**src/rtl/mem_cmd_arbiter_pkg.sv**
```systemverilog
// Shared definitions for the memory command arbiter: FSM state encoding,
// AXI burst-type encodings and the round-robin helper.
package mem_cmd_arbiter_pkg;

    // Arbiter FSM states. There is only ever one burst in flight, so the write
    // and read paths each get an issue state and a wait state.
    typedef enum logic [2:0] {
        IDLE     = 3'd0,
        ISSUE_WR = 3'd1,
        WAIT_WR  = 3'd2,
        ISSUE_RD = 3'd3,
        WAIT_RD  = 3'd4
    } arb_state_e;

    // AXI AxBURST encodings.
    localparam logic [1:0] BURST_FIXED = 2'd0;
    localparam logic [1:0] BURST_INCR  = 2'd1;
    localparam logic [1:0] BURST_WRAP  = 2'd2;

    // Encoding of the "last served" round-robin flag.
    localparam logic SERVED_RD = 1'b0;
    localparam logic SERVED_WR = 1'b1;

    // True when the writer should be granted from IDLE. With only one
    // requester active it wins outright; with both active the one that was
    // not served last wins.
    function automatic logic pick_writer(input logic wr_req,
                                         input logic rd_req,
                                         input logic last_served);
        return wr_req && (!rd_req || (last_served == SERVED_RD));
    endfunction

endpackage

```
**src/rtl/burst_watchdog.sv**
```systemverilog
// Per-burst watchdog: counts cycles spent waiting on a burst and flags
// expiry on the cycle the count reaches TIMEOUT_CYCLES-1.
module burst_watchdog #(
    parameter int TIMEOUT_CYCLES = 1024
) (
    input  logic clk,
    input  logic rst_n,
    input  logic clear,
    input  logic enable,
    output logic expired
);

    // Counter only has to reach TIMEOUT_CYCLES-1; keep at least one bit.
    localparam int CNT_W = (TIMEOUT_CYCLES > 2) ? $clog2(TIMEOUT_CYCLES) : 1;
    localparam logic [CNT_W-1:0] LIMIT = CNT_W'(TIMEOUT_CYCLES - 1);

    logic [CNT_W-1:0] count_q;
    logic [CNT_W-1:0] count_d;
    logic             at_limit;

    assign at_limit = (count_q == LIMIT);
    assign expired  = enable && at_limit;

    // Clear has priority; the count parks at the limit rather than wrapping
    // so a stalled owner cannot see a second spurious expiry.
    always_comb begin
        count_d = count_q;
        if (clear) begin
            count_d = '0;
        end else if (enable && !at_limit) begin
            count_d = count_q + CNT_W'(1);
        end
    end

    // Count register.
    always_ff @(posedge clk or negedge rst_n) begin
        if (!rst_n) begin
            count_q <= '0;
        end else begin
            count_q <= count_d;
        end
    end

endmodule

```
**src/rtl/mem_cmd_arbiter.sv**
```systemverilog
// Round-robin arbiter between a write and a read requester in front of an
// AXI master. One burst is outstanding at a time; completion is observed on
// the B channel (writes) or the last R beat (reads), with a watchdog that
// abandons a burst that never completes.
module mem_cmd_arbiter
    import mem_cmd_arbiter_pkg::*;
#(
    parameter int ADDR_WIDTH     = 32,
    parameter int ID_WIDTH       = 4,
    parameter int TIMEOUT_CYCLES = 1024
) (
    input  logic                  clk,
    input  logic                  rst_n,

    // Write requester
    input  logic                  wr_req,
    input  logic [ADDR_WIDTH-1:0] wr_addr,
    input  logic [31:0]           wr_len,
    input  logic [2:0]            wr_size,
    input  logic [1:0]            wr_burst,

    // Read requester
    input  logic                  rd_req,
    input  logic [ADDR_WIDTH-1:0] rd_addr,
    input  logic [31:0]           rd_len,
    input  logic [2:0]            rd_size,
    input  logic [1:0]            rd_burst,

    // Requester handshakes
    output logic                  wr_grant,
    output logic                  rd_grant,
    output logic                  wr_done,
    output logic                  rd_done,

    // Commands to the AXI master
    output logic                  start_write,
    output logic                  start_read,
    output logic [ADDR_WIDTH-1:0] write_addr,
    output logic [31:0]           write_len,
    output logic [2:0]            write_size,
    output logic [1:0]            write_burst,
    output logic [ID_WIDTH-1:0]   write_id,
    output logic [ADDR_WIDTH-1:0] read_addr,
    output logic [31:0]           read_len,
    output logic [2:0]            read_size,
    output logic [1:0]            read_burst,
    output logic [ID_WIDTH-1:0]   read_id,

    // AXI completion observation
    input  logic                  bvalid,
    input  logic                  bready,
    input  logic                  rvalid,
    input  logic                  rready,
    input  logic                  rlast,
    output logic                  timeout_err
);

    arb_state_e            state_q, state_d;
    logic                  last_served_q, last_served_d;

    logic [ADDR_WIDTH-1:0] write_addr_q, write_addr_d;
    logic [31:0]           write_len_q, write_len_d;
    logic [2:0]            write_size_q, write_size_d;
    logic [1:0]            write_burst_q, write_burst_d;
    logic [ID_WIDTH-1:0]   write_id_q, write_id_d;

    logic [ADDR_WIDTH-1:0] read_addr_q, read_addr_d;
    logic [31:0]           read_len_q, read_len_d;
    logic [2:0]            read_size_q, read_size_d;
    logic [1:0]            read_burst_q, read_burst_d;
    logic [ID_WIDTH-1:0]   read_id_q, read_id_d;

    logic                  wr_done_q, wr_done_d;
    logic                  rd_done_q, rd_done_d;
    logic                  timeout_q, timeout_d;

    logic                  wr_complete;
    logic                  rd_complete;
    logic                  wd_clear;
    logic                  wd_enable;
    logic                  wd_expired;

    // Completion qualifiers; they only matter in the matching wait state.
    assign wr_complete = bvalid && bready;
    assign rd_complete = rvalid && rready && rlast;

    // The watchdog restarts while a command is being issued so it reads zero
    // on the first wait cycle, and runs only while waiting.
    assign wd_clear  = (state_q == ISSUE_WR) || (state_q == ISSUE_RD);
    assign wd_enable = (state_q == WAIT_WR)  || (state_q == WAIT_RD);

    burst_watchdog #(
        .TIMEOUT_CYCLES (TIMEOUT_CYCLES)
    ) u_watchdog (
        .clk     (clk),
        .rst_n   (rst_n),
        .clear   (wd_clear),
        .enable  (wd_enable),
        .expired (wd_expired)
    );

    // Next-state, command capture, ID advance and pulse generation.
    always_comb begin
        state_d       = state_q;
        last_served_d = last_served_q;

        write_addr_d  = write_addr_q;
        write_len_d   = write_len_q;
        write_size_d  = write_size_q;
        write_burst_d = write_burst_q;
        write_id_d    = write_id_q;

        read_addr_d   = read_addr_q;
        read_len_d    = read_len_q;
        read_size_d   = read_size_q;
        read_burst_d  = read_burst_q;
        read_id_d     = read_id_q;

        wr_done_d     = 1'b0;
        rd_done_d     = 1'b0;
        timeout_d     = 1'b0;

        case (state_q)
            IDLE: begin
                if (pick_writer(wr_req, rd_req, last_served_q)) begin
                    state_d       = ISSUE_WR;
                    last_served_d = SERVED_WR;
                    write_addr_d  = wr_addr;
                    write_len_d   = wr_len;
                    write_size_d  = wr_size;
                    write_burst_d = wr_burst;
                end else if (rd_req) begin
                    state_d       = ISSUE_RD;
                    last_served_d = SERVED_RD;
                    read_addr_d   = rd_addr;
                    read_len_d    = rd_len;
                    read_size_d   = rd_size;
                    read_burst_d  = rd_burst;
                end
            end

            ISSUE_WR: state_d = WAIT_WR;

            // Completion wins over a coincident watchdog expiry.
            WAIT_WR: begin
                if (wr_complete) begin
                    state_d    = IDLE;
                    wr_done_d  = 1'b1;
                    write_id_d = write_id_q + ID_WIDTH'(1);
                end else if (wd_expired) begin
                    state_d   = IDLE;
                    timeout_d = 1'b1;
                end
            end

            ISSUE_RD: state_d = WAIT_RD;

            WAIT_RD: begin
                if (rd_complete) begin
                    state_d   = IDLE;
                    rd_done_d = 1'b1;
                    read_id_d = read_id_q + ID_WIDTH'(1);
                end else if (wd_expired) begin
                    state_d   = IDLE;
                    timeout_d = 1'b1;
                end
            end

            default: state_d = IDLE;
        endcase
    end

    // State, command and pulse registers. Reset leaves the reader as last
    // served so the writer wins the first contested grant.
    always_ff @(posedge clk or negedge rst_n) begin
        if (!rst_n) begin
            state_q       <= IDLE;
            last_served_q <= SERVED_RD;
            write_addr_q  <= '0;
            write_len_q   <= '0;
            write_size_q  <= '0;
            write_burst_q <= '0;
            write_id_q    <= '0;
            read_addr_q   <= '0;
            read_len_q    <= '0;
            read_size_q   <= '0;
            read_burst_q  <= '0;
            read_id_q     <= '0;
            wr_done_q     <= 1'b0;
            rd_done_q     <= 1'b0;
            timeout_q     <= 1'b0;
        end else begin
            state_q       <= state_d;
            last_served_q <= last_served_d;
            write_addr_q  <= write_addr_d;
            write_len_q   <= write_len_d;
            write_size_q  <= write_size_d;
            write_burst_q <= write_burst_d;
            write_id_q    <= write_id_d;
            read_addr_q   <= read_addr_d;
            read_len_q    <= read_len_d;
            read_size_q   <= read_size_d;
            read_burst_q  <= read_burst_d;
            read_id_q     <= read_id_d;
            wr_done_q     <= wr_done_d;
            rd_done_q     <= rd_done_d;
            timeout_q     <= timeout_d;
        end
    end

    // Grant and start are the same single-cycle issue-state decode.
    assign start_write = (state_q == ISSUE_WR);
    assign wr_grant    = (state_q == ISSUE_WR);
    assign start_read  = (state_q == ISSUE_RD);
    assign rd_grant    = (state_q == ISSUE_RD);

    assign wr_done     = wr_done_q;
    assign rd_done     = rd_done_q;
    assign timeout_err = timeout_q;

    assign write_addr  = write_addr_q;
    assign write_len   = write_len_q;
    assign write_size  = write_size_q;
    assign write_burst = write_burst_q;
    assign write_id    = write_id_q;
    assign read_addr   = read_addr_q;
    assign read_len    = read_len_q;
    assign read_size   = read_size_q;
    assign read_burst  = read_burst_q;
    assign read_id     = read_id_q;

endmodule

```
**config.mk**
```make
export PLATFORM = sky130hd
export DESIGN_NAME = mem_cmd_arbiter
export DESIGN_NICKNAME = d
export VERILOG_FILES = /design/src/rtl/mem_cmd_arbiter_pkg.sv /design/src/rtl/burst_watchdog.sv /design/src/rtl/mem_cmd_arbiter.sv
export SDC_FILE = /design/constraint.sdc
export NUM_CORES = 1
export LEC_CHECK = 0
export ABC_AREA = 1
export BUFFER_PORTS_ARGS = -buffer_cell sky130_fd_sc_hd__buf_4
export CAP_MARGIN = 30
export CORE_MARGIN = 3
export CORE_UTILIZATION = 47
export CTS_CLUSTER_SIZE = 24
export DETAILED_ROUTE_END_ITERATION = 8
export PLACE_DENSITY = 0.8
export SYNTH_ARGS = -nofsm -noshare
export SYNTH_HDL_FRONTEND = slang
export SYNTH_SLANG_ARGS = --single-unit
```
**constraint.sdc**
```tcl
create_clock -name clk -period 1.85 [get_ports clk]
set_input_delay 0.0925 -clock clk [delete_from_list [all_inputs] [get_ports clk]]
set_output_delay 0.0925 -clock clk [all_outputs]
set_load 0.01 [all_outputs]
```
==> run_results.csv <==
group,metric,value,unit
min_path,hold_class,"in -> reg",
finish,diodes,0,
yosys,ys_ff_latch,163,
drt,met3WireLength,1.71,mm
yosys,synth_area,6550,um2
timing,finalSetupViolations,0,
floorplanning,die_w,124,um
place,detailed_place_hpwl,13.0,mm
timing,grt_setup_unrepaired,"false",
cts,cts.sinks,163,
yosys,ys_seq_area_frac,0.622,
floorplanning,rows,42,
global_route,grt_max_degree,70,
finish,area_growth,67.1,%
global_route,grt_pass1_wl,34.7,mm
drt,vias,6408,
finish,nets,1181,
cts,clockBufferDepth,2,
floorplanning,pin_count,300,
finish,layout_commonest_cell,"buf_4",
critical_path,worstSetupPathType,"reg -> reg",
timing,hold_violations,0,
global_route,grt_overflow,0,
yosys,synth.avg_cell_area,11.0,um2
power_and_ir_drop,ir_drop,0.911,mV
cts,clk_latency,0.43,ns
timing,worst_pin_slew,0.495,ns
timing,fin_crit_sh,0.882,
drt,drt-total-wl,24.0,mm
critical_path,cp_num_buf_inv,2,
critical_path,cp_common_cell,"nand3_1",
drt,wl_met1,8.33,mm
critical_path,crit_chain,"ha_1 > nand3_1 > inv_1 > nand3_1 > nand2_1 > clkinvlp_4 > nand3_1 > o21ai_0",
global_route,grt_pass1_vias,6504,
yosys,yosys_warnings,0,
cts,cts_tree,"built",
cts,numCtsBuffers,17,
timing,finClkSkew,0.0119,ns
critical_path,crit_path_start_kind,"flop",
drt,top_layer,"met4",
critical_path,cp.arrival,1.92,ns
power_and_ir_drop,p_total,17100,uW
global_route,grt_usage,0.302,
critical_path,cp.required,2.14,ns
yosys,synth_edf_count,0,
yosys,syn_nets,746,
yosys,synth_cells,596,
yosys,yosys.cell_types.count,30,
timing,slew_headroom,0.670,
finish,final_cell_mix,"buf_4 (302), nand2_1 (178), dfrtp_1 (163)",
floorplanning,die-area,15400,um2
place,portBuffers,299,
timing,period_needed,1.63,ns
cts,clkTransAtPathRegs,0.06,ns
global_route,antenna_found_initial,0,
yosys,synth_ff_type,"dfrtp_1",
critical_path,max_stage_delay,0.40,ns
run_status,outcome,"completed",
drt,ant_nets,0,
drt,drt-initial-drc-count,542,
critical_path,cp_slowest_cell,"dfrtp_1",
critical_path,critical_path.max_fanout,9,
floorplanning,dieHeight,124,um
power_and_ir_drop,leakage,0.00562,uW
job,cap_violations,0,
power_and_ir_drop,p_per_area,1560,nW/um2
drt,drc,0,
finish,drive_gt1_frac,0.404,
timing,whs,0.0431,ns
cts,cts-root-buf,"clkbuf_16",
critical_path,critPathTopFamily,"simple AND/OR/NAND/NOR gates",
floorplanning,start_util,0.487,
place,place.gp.congestion,0.829,
drt,drt_first_pass_iters,5,
timing,final-max-slew-violation-count,0,
yosys,synthArstFlopShare,1.00,
cts,cts_setup_buffers,0,
floorplanning,core_area,13500,um2
cts,cts_htree_levels,4,
critical_path,end_kind,"flop",
drt,wl_per_cell,19.6,um
drt,wl_met2,12.6,mm
timing,fmax,0.613,GHz
timing,finalSetupTns,0,ns
drt,vias_per_cell,5.25,
[state kept, by name, summed over array words and instances, names as in the netlist, 2 cells and up]
| name | cells |
|---|---|
| read_addr | 32 |
| read_len | 32 |
| write_addr | 32 |
| write_len | 32 |
| u_watchdog.count_q | 10 |
| read_id | 4 |
| write_id | 4 |
| read_size | 3 |
| state_q | 3 |
| write_size | 3 |
| read_burst | 2 |
| write_burst | 2 |
[through the flow]
stage	std cells	area, um2	worst slack [ns]	utilization
final	1220	11000	0.217	0.814
after global routing	1220	11000	0.0285	0.814
after CTS	1220	10900	0.0400	0.813
after detailed placement	1048	8990	0.200	0.668
after global placement	1048	8990	0.280	0.668
after floorplan	596	6550	0.411	-
[worst register-to-register path: stages, from the launching register on]
cell	delay, ns
dfrtp_1	0.40
ha_1	0.25
nand3_1	0.14
inv_1	0.10
nand3_1	0.08
nand2_1	0.13
clkinvlp_4	0.20
nand3_1	0.10
o21ai_0	0.10
[cells in the mapped netlist (2+ instances only)]
cell      count  area, um2
mux2_2       69        777
ha_1          3       37.5
mux2_1        2       22.5
nand4_1      12       75.1
nand2_1     179        672
nand3_1      80        400
dfrtp_1     163       4080
nor2_1       11       41.3
a21oi_1       3       15.0
nand2_2       3       18.8
xor2_1        3       26.3
xnor2_1       5       43.8
buf_2         7       35.0
buf_4         3       22.5
buf_6         7       78.8
clkbuf_1     15       56.3
inv_1        17       63.8
o21ai_0       2       10.0
[power breakdown]
group	total (uW)	switching, uW	leakage [uW]	internal [uW]
combinational	7440	3720	0.00335	3730
clock	3310	1480	0.000263	1830
sequential	6300	1110	0.00201	5190
[cell type report]
type                    instances  area, um2
fillers                       725       2500
repair buffers                450       3820
clock buffers                  22        474
flip-flops and latches        163       4080
multi-input cells             380       2210
clock inverters                10       76.3
inverters                      19       75.1
well taps                     176        220
[final timing paths]
kind,startpoint,endpoint,slack (ns),depth (start not counted)
worst max-delay path,u_watchdog.count_q[1],u_watchdog.count_q[4],0.22,8
worst min-delay path,bready,wr_done,0.04,3
worst max register to register,u_watchdog.count_q[1],u_watchdog.count_q[4],0.22,8
worst min register to register,read_addr[25],read_addr[25],0.47,2
max in group asynchronous,rst_n,read_len[24],0.96,3
min in group asynchronous,rst_n,read_addr[10],0.18,2
[repair_timing]
action | in CTS | in global routing
endpoints found under the setup margin | 0 | 5
endpoints found under the hold margin | 207 | 0
resized for setup | 0 | 4
hold buffers | 140 | 0
[per-layer routing]
metal | vias up | global-route usage
li1 | 2826 | -
met1 | 3121 | 0.323
met2 | 363 | 0.541
met3 | 98 | 0.0777
met4 | 0 | 0.166
met5 | - | 0
[kinds of logic after synthesis]
family,after synthesis,share of synthesized area
compound gates,9,0.00897
mux,71,0.122
buf+inv,53,0.0416
fa+ha+maj,3,0.00573
flops,163,0.622
simple gates,289,0.189
xor+xnor,8,0.0107
(Power assumes the default switching activity.)
